[src/rtl/clock_pkg.sv]
// Shared definitions for the clock/alarm front panel: FSM encodings and timing defaults
// used by both the pushbutton debouncer and the pulse stretcher.
package clock_pkg;

   typedef enum logic [1:0] {
      ST_IDLE = 2'b00,
      ST_ON   = 2'b01,
      ST_GAP  = 2'b10
   } state_t;

   localparam int CLK_HZ          = 50000000;
   localparam int DEBOUNCE_CYCLES = 2000000;   // 40 ms at CLK_HZ

endpackage

[src/rtl/tone_gen.sv]
// Piezo square-wave generator: toggles every TONE_HALF cycles while en is high, held at 0 otherwise.
// Only compiled into the design when PULSE_STRETCHER_TONE_EN is defined.
`ifdef PULSE_STRETCHER_TONE_EN
module tone_gen #(
   parameter int TONE_HALF = 12500
) (
   input  logic CLK,
   input  logic clear,
   input  logic en,
   output logic tone_out
);

   localparam int HW = (TONE_HALF < 2) ? 1 : $clog2(TONE_HALF);
   localparam logic [HW-1:0] HALF_LAST = HW'(TONE_HALF - 1);
   localparam logic [HW-1:0] HALF_ONE  = HW'(1);

   logic [HW-1:0] half_q;
   logic          tone_q;

   always_ff @(posedge CLK or posedge clear) begin
      if (clear) begin
         half_q <= '0;
         tone_q <= 1'b0;
      end else if (!en) begin
         half_q <= '0;
         tone_q <= 1'b0;
      end else if (half_q == HALF_LAST) begin
         half_q <= '0;
         tone_q <= ~tone_q;
      end else begin
         half_q <= half_q + HALF_ONE;
      end
   end

   // Masked with en so the tone stops on the same edge the indication ends.
   assign tone_out = tone_q & en;

endmodule
`endif

[src/rtl/pulse_stretcher.sv]
// Stretches single-cycle events into fixed ON/GAP indications, queuing overlapping events.
// Define PULSE_STRETCHER_TONE_EN to add the tone_out piezo drive (tone_gen).
module pulse_stretcher
   import clock_pkg::*;
#(
   parameter int ON_CYCLES  = DEBOUNCE_CYCLES,
   parameter int GAP_CYCLES = DEBOUNCE_CYCLES,
   parameter int CNT_W      = 21,
   parameter int PEND_W     = 3
`ifdef PULSE_STRETCHER_TONE_EN
   ,parameter int TONE_HALF = 12500
`endif
) (
   input  logic              CLK,
   input  logic              clear,
   input  logic              pulse_in,
   output logic              out_level,
   output logic              busy,
   output logic [PEND_W-1:0] pending,
   output logic              overflow
`ifdef PULSE_STRETCHER_TONE_EN
   ,output logic             tone_out
`endif
);

   localparam logic [CNT_W-1:0]  ON_LOAD  = CNT_W'(ON_CYCLES - 1);
   localparam logic [CNT_W-1:0]  GAP_LOAD = CNT_W'(GAP_CYCLES - 1);
   localparam logic [CNT_W-1:0]  CNT_ONE  = CNT_W'(1);
   localparam logic [PEND_W-1:0] PEND_ONE = PEND_W'(1);
   localparam logic [PEND_W-1:0] PEND_MAX = '1;

   state_t            state_q;
   logic [CNT_W-1:0]  cnt_q;
   logic [PEND_W-1:0] pend_q, pend_d;
   logic              ovf_q, ovf_d;
   logic              out_q;
   logic              cnt_zero, pend_inc, pend_dec;

   assign cnt_zero = (cnt_q == '0);

   // An event starts directly from IDLE, or at GAP exit when nothing is queued; otherwise it queues.
   always_comb begin
      pend_dec = (state_q == ST_GAP) && cnt_zero && (pend_q != '0);
      pend_inc = pulse_in &&
                 ((state_q == ST_ON) ||
                  ((state_q == ST_GAP) && !(cnt_zero && (pend_q == '0))));
      pend_d   = pend_q;
      ovf_d    = ovf_q;
      if (pend_inc && !pend_dec) begin
         if (pend_q == PEND_MAX) ovf_d  = 1'b1;
         else                    pend_d = pend_q + PEND_ONE;
      end else if (pend_dec && !pend_inc) begin
         pend_d = pend_q - PEND_ONE;
      end
   end

   always_ff @(posedge CLK or posedge clear) begin
      if (clear) begin
         state_q <= ST_IDLE;
         cnt_q   <= '0;
         pend_q  <= '0;
         ovf_q   <= 1'b0;
         out_q   <= 1'b0;
      end else begin
         pend_q <= pend_d;
         ovf_q  <= ovf_d;
         case (state_q)
            ST_IDLE: begin
               if (pulse_in) begin
                  state_q <= ST_ON;
                  cnt_q   <= ON_LOAD;
                  out_q   <= 1'b1;
               end
            end
            ST_ON: begin
               if (cnt_zero) begin
                  state_q <= ST_GAP;
                  cnt_q   <= GAP_LOAD;
                  out_q   <= 1'b0;
               end else begin
                  cnt_q <= cnt_q - CNT_ONE;
               end
            end
            ST_GAP: begin
               if (!cnt_zero) begin
                  cnt_q <= cnt_q - CNT_ONE;
               end else if ((pend_q != '0) || pulse_in) begin
                  state_q <= ST_ON;
                  cnt_q   <= ON_LOAD;
                  out_q   <= 1'b1;
               end else begin
                  state_q <= ST_IDLE;
               end
            end
            default: begin
               state_q <= ST_IDLE;
               cnt_q   <= '0;
               out_q   <= 1'b0;
            end
         endcase
      end
   end

   assign out_level = out_q;
   assign busy      = (state_q != ST_IDLE);
   assign pending   = pend_q;
   assign overflow  = ovf_q;

`ifdef PULSE_STRETCHER_TONE_EN
   tone_gen #(
      .TONE_HALF (TONE_HALF)
   ) u_tone (
      .CLK      (CLK),
      .clear    (clear),
      .en       (state_q == ST_ON),
      .tone_out (tone_out)
   );
`endif

endmodule
[config.mk]
export PLATFORM = sky130hd
export DESIGN_NAME = pulse_stretcher
export DESIGN_NICKNAME = d
export VERILOG_FILES = /design/src/rtl/clock_pkg.sv /design/src/rtl/tone_gen.sv /design/src/rtl/pulse_stretcher.sv
export SDC_FILE = /design/constraint.sdc
export NUM_CORES = 1
export LEC_CHECK = 0
export CORE_AREA = 5 5 69 71
export DETAILED_ROUTE_END_ITERATION = 7
export DIE_AREA = 0 0 74 76
export GPL_ROUTABILITY_DRIVEN = 0
export PLACE_DENSITY_LB_ADDON = 0.15
export SLEW_MARGIN = 20
export SYNTH_ARGS = -nofsm -noshare
export SYNTH_HDL_FRONTEND = slang
export SYNTH_HIERARCHICAL = 1
export SYNTH_SLANG_ARGS = --single-unit
[constraint.sdc]
create_clock -name CLK -period 4.52 [get_ports CLK]
set_clock_uncertainty 0.1 [all_clocks]
set_input_delay 1.356 -clock CLK [delete_from_list [all_inputs] [get_ports CLK]]
set_output_delay 1.356 -clock CLK [all_outputs]
set_load 0.05 [all_outputs]
==> impl_metrics.json <==
{
  "status": "finished, final reports clean",
  "hold_viol": 0,
  "endpoint_kind": "output port",
  "slew_headroom": 0.4662,
  "nNetsFinal": 228,
  "clk_pin_slew_ns": 0.09,
  "grt_overflow": 0,
  "slowest_stage": "clkdlybuf4s50_1",
  "r2r-start": "cnt_q[6]",
  "arrival_ns": 2.31,
  "hold_start": "overflow",
  "p_switching_w": 0.0002150,
  "period_share": 0.8331,
  "sw_frac_of_total": 0.3544,
  "dpl.hpwl_mm": 3.192,
  "max_stage_delay_ns": 0.79,
  "via_per_inst": 6.483,
  "tritoncts": "done",
  "die_w_um": 74,
  "irDropWorstVdd_mv": 0.2898,
  "worstSetupPathType": "register to output port",
  "fillCellCount": 400,
  "tritoncts_num_sinks": 28,
  "ys_warn_count": 6,
  "avgSynthCellArea_um2": 8.986,
  "hp-class": "register to register",
  "die_h_um": 76,
  "synth_nets": 225,
  "dr.pass1.iters": 4,
  "r2r_cells": 5,
  "p_clk_frac": 0.225,
  "coreArea_um2": 4174,
  "drt_iter0_markers": 85,
  "ys_ff_latch": 28,
  "path_max_fanout": 9,
  "regArea_um2": 700.7,
  "synth_area_um2": 1923,
  "hold_buffers": 0,
  "cts_setup_buffers": 0,
  "routed_wl_mm": 4.410,
  "crit_family": "buffers and inverters",
  "crit_buf_inv": 3,
  "wl_per_cell_um": 16.52,
  "placementRows": 24,
  "grt_max_degree": 29,
  "dieArea_um2": 5624,
  "p_int_w": 0.0003917,
  "hold_slack_ns": 0.3956,
  "crit_chain": "inv_1, ha_1, clkinv_1, clkdlybuf4s50_1",
  "hold_depth": 1,
  "p_per_area_nw_per_um2": 294.2,
  "ctsResizeCount": 0,
  "via_count": 1731,
  "synth.distinct_cells": 54,
  "min_to": "overflow",
  "rr_endpoint": "pending[1]",
  "comb_power_share": 0.283,
  "cp.required_ns": 3.06,
  "setup_viol": 0,
  "leakagePower_nw": 0.7156,
  "grt_pass1_wl_mm": 7.624,
  "initial_core_util": 0.4607,
  "finalSetupTns_ns": 0,
  "multi_input_area_um2": 1119,
  "drive_gt1_frac": 0.08837,
  "grt_pass1_vias": 1581,
  "area_growth_pct": 7.222,
  "slew_viol_final": 0,
  "numCtsBuffers": 3,
  "pin_count": 9,
  "critPathLaunchType": "register",
  "antenna_found_initial": 0,
  "seqPwrFrac": 0.492,
  "detail-route-antenna-nets": 0,
  "yosysSeqAreaShare": 0.3643,
  "worstMarginPinSlew_ns": 0.8007,
  "port_buffers": 8,
  "rrSetupSlack_ns": 1.51,
  "h-tree-depth": 1,
  "grt_usage": 0.1675,
  "finalCriticalPeriod_ns": 3.766,
  "cts_root_buf": "clkbuf_8",
  "maxCapViolations": 0,
  "fmax_ghz": 0.2655,
  "rsz0062_at_grt": "no",
  "clock_latency_ns": 0.27,
  "drc": 0,
  "antennaDiodeCount": 0,
  "clockBufferDepth": 2,
  "syn_inst": 214
}
## how the worst max path moves through the flow
stage | cells after the start | slack, ns | end | startpoint
4_1_cts | 4 | 0.77 | busy | state_q[0]
5_1_grt | 4 | 0.65 | busy | state_q[0]
3_5_place_dp | 6 | 0.77 | cnt_q[6] | pulse_in
3_3_place_gp | 9 | 0.84 | pending[2] | pulse_in
2_1_floorplan | 9 | 1.45 | pending[2] | pulse_in
6_report | 4 | 0.75 | busy | state_q[0]
## power groups by stage
stage          Combinational [W]  Clock (W)  Sequential (W)
2_1_floorplan          0.0000619          0        0.000358
4_1_cts                 0.000174   0.000140        0.000298
5_1_grt                 0.000185   0.000153        0.000303
3_5_place_dp            0.000173          0        0.000303
3_3_place_gp            0.000170          0        0.000302
6_report                0.000172   0.000137        0.000298
## cells in the final DEF, fill, tap and decap left out, types with 2 or more instances in the layout
master	Yosys	final
a21oi_1	19	19
a22o_1	2	2
a22oi_1	2	2
a31oi_1	12	12
clkbuf_8	0	3
clkdlybuf4s50_1	0	8
dfrtp_1	28	28
ha_1	7	7
inv_1	12	11
mux2_2	2	2
nand2_1	15	15
nand2b_1	3	3
nand3_1	8	8
nand4_1	3	3
nand4b_1	3	3
nor2_1	15	15
nor3_1	7	7
nor4_1	5	5
nor4_4	2	2
o211ai_1	2	2
o21a_1	3	3
o21ai_0	3	3
o22a_1	11	11
o31ai_1	3	3
o41ai_1	2	2
or3_1	4	4
or4_1	2	2
or4_4	2	2
## registers in the layout, indices dropped and copies added, names as in the netlist
signal	count
cnt_q	21
state_q	2
out_level	1
pending	3
overflow	1
## cells in the mapped netlist (all sizes together)
library cell	n	area (um^2)
dfrtp	28	700.7
a21oi	20	103.9
nand2	16	62.56
nor2	15	56.30
a31oi	13	87.58
inv	12	45.04
o22a	11	96.34
buf	8	47.54
nand3	8	40.04
nor3	8	45.04
nor4	8	86.33
ha	7	87.58
o21ai	5	25.02
or3	4	25.02
or4	4	37.53
clkbuf	3	11.26
nand2b	3	18.77
nand4	3	18.77
nand4b	3	26.28
o21a	3	22.52
o31ai	3	22.52
a22o	2	17.52
a22oi	2	15.01
mux2	2	22.52
o211ai	2	15.01
o41ai	2	17.52
a311o	1	10.01
a311oi	1	8.760
and2	1	6.260
and3	1	6.260
and4	1	8.760
clkinv	1	3.750
fa	1	20.02
nor2b	1	6.260
nor3b	1	7.510
nor4bb	1	10.01
o211a	1	10.01
o21bai	1	7.510
o221ai	1	15.01
o22ai	1	6.260
o32a	1	10.01
o32ai	1	8.760
or2	1	6.260
or3b	1	8.760
xor2	1	8.760
## per-layer routing
metal  routed length [um]  GRT usage  share of wire
met3                  224    0.02375          0.051
met4                   83    0.05254          0.019
met5                    0          0              0
met2                 2100     0.2624           0.48
met1                 2002     0.2356           0.45
## per-stage QoR
stage | util | power [W] | area, um^2 | setup slack (ns) | std cells
after floorplan | - | 0.0004203 | 1923 | 1.446 | 214
after global placement | 0.4841 | 0.0004718 | 2021 | 0.8432 | 264
after detailed placement | 0.4841 | 0.0004761 | 2021 | 0.7673 | 264
after CTS | 0.4940 | 0.0006127 | 2062 | 0.7727 | 267
after global routing | 0.4940 | 0.0006415 | 2062 | 0.6549 | 267
final | 0.4940 | 0.0006067 | 2062 | 0.7542 | 267
## logic make-up after synthesis
group,count (synthesis),synth area share
DFF,28,0.3643
and+or+nand+nor,80,0.2479
AOI/OAI and AO/OA,71,0.2596
adders and majority gates,8,0.05595
buffers and inverters,24,0.05595
xor gates and xnor gates,1,0.004555
muxes,2,0.01171
## cell type report
class                   instances  share of cell area
inverters                      13             0.02367
well taps                      52             0.03155
repair buffers                  9             0.04248
multi-input cells             162              0.5425
clock buffers                   3             0.02002
flip-flops and latches         28              0.3398
## worst register-to-register path, delay by kind of cell (launching register included)
kind                     cells  cell delay [ns]
flip-flops                   1             0.48
AO/OA/AOI/OAI                1             0.63
multiplexers                 1             0.27
AND/OR/NAND/NOR              2             0.90
adder cells (fa/ha/maj)      1             0.52
No activity file was read; power rests on OpenSTA's default activity.
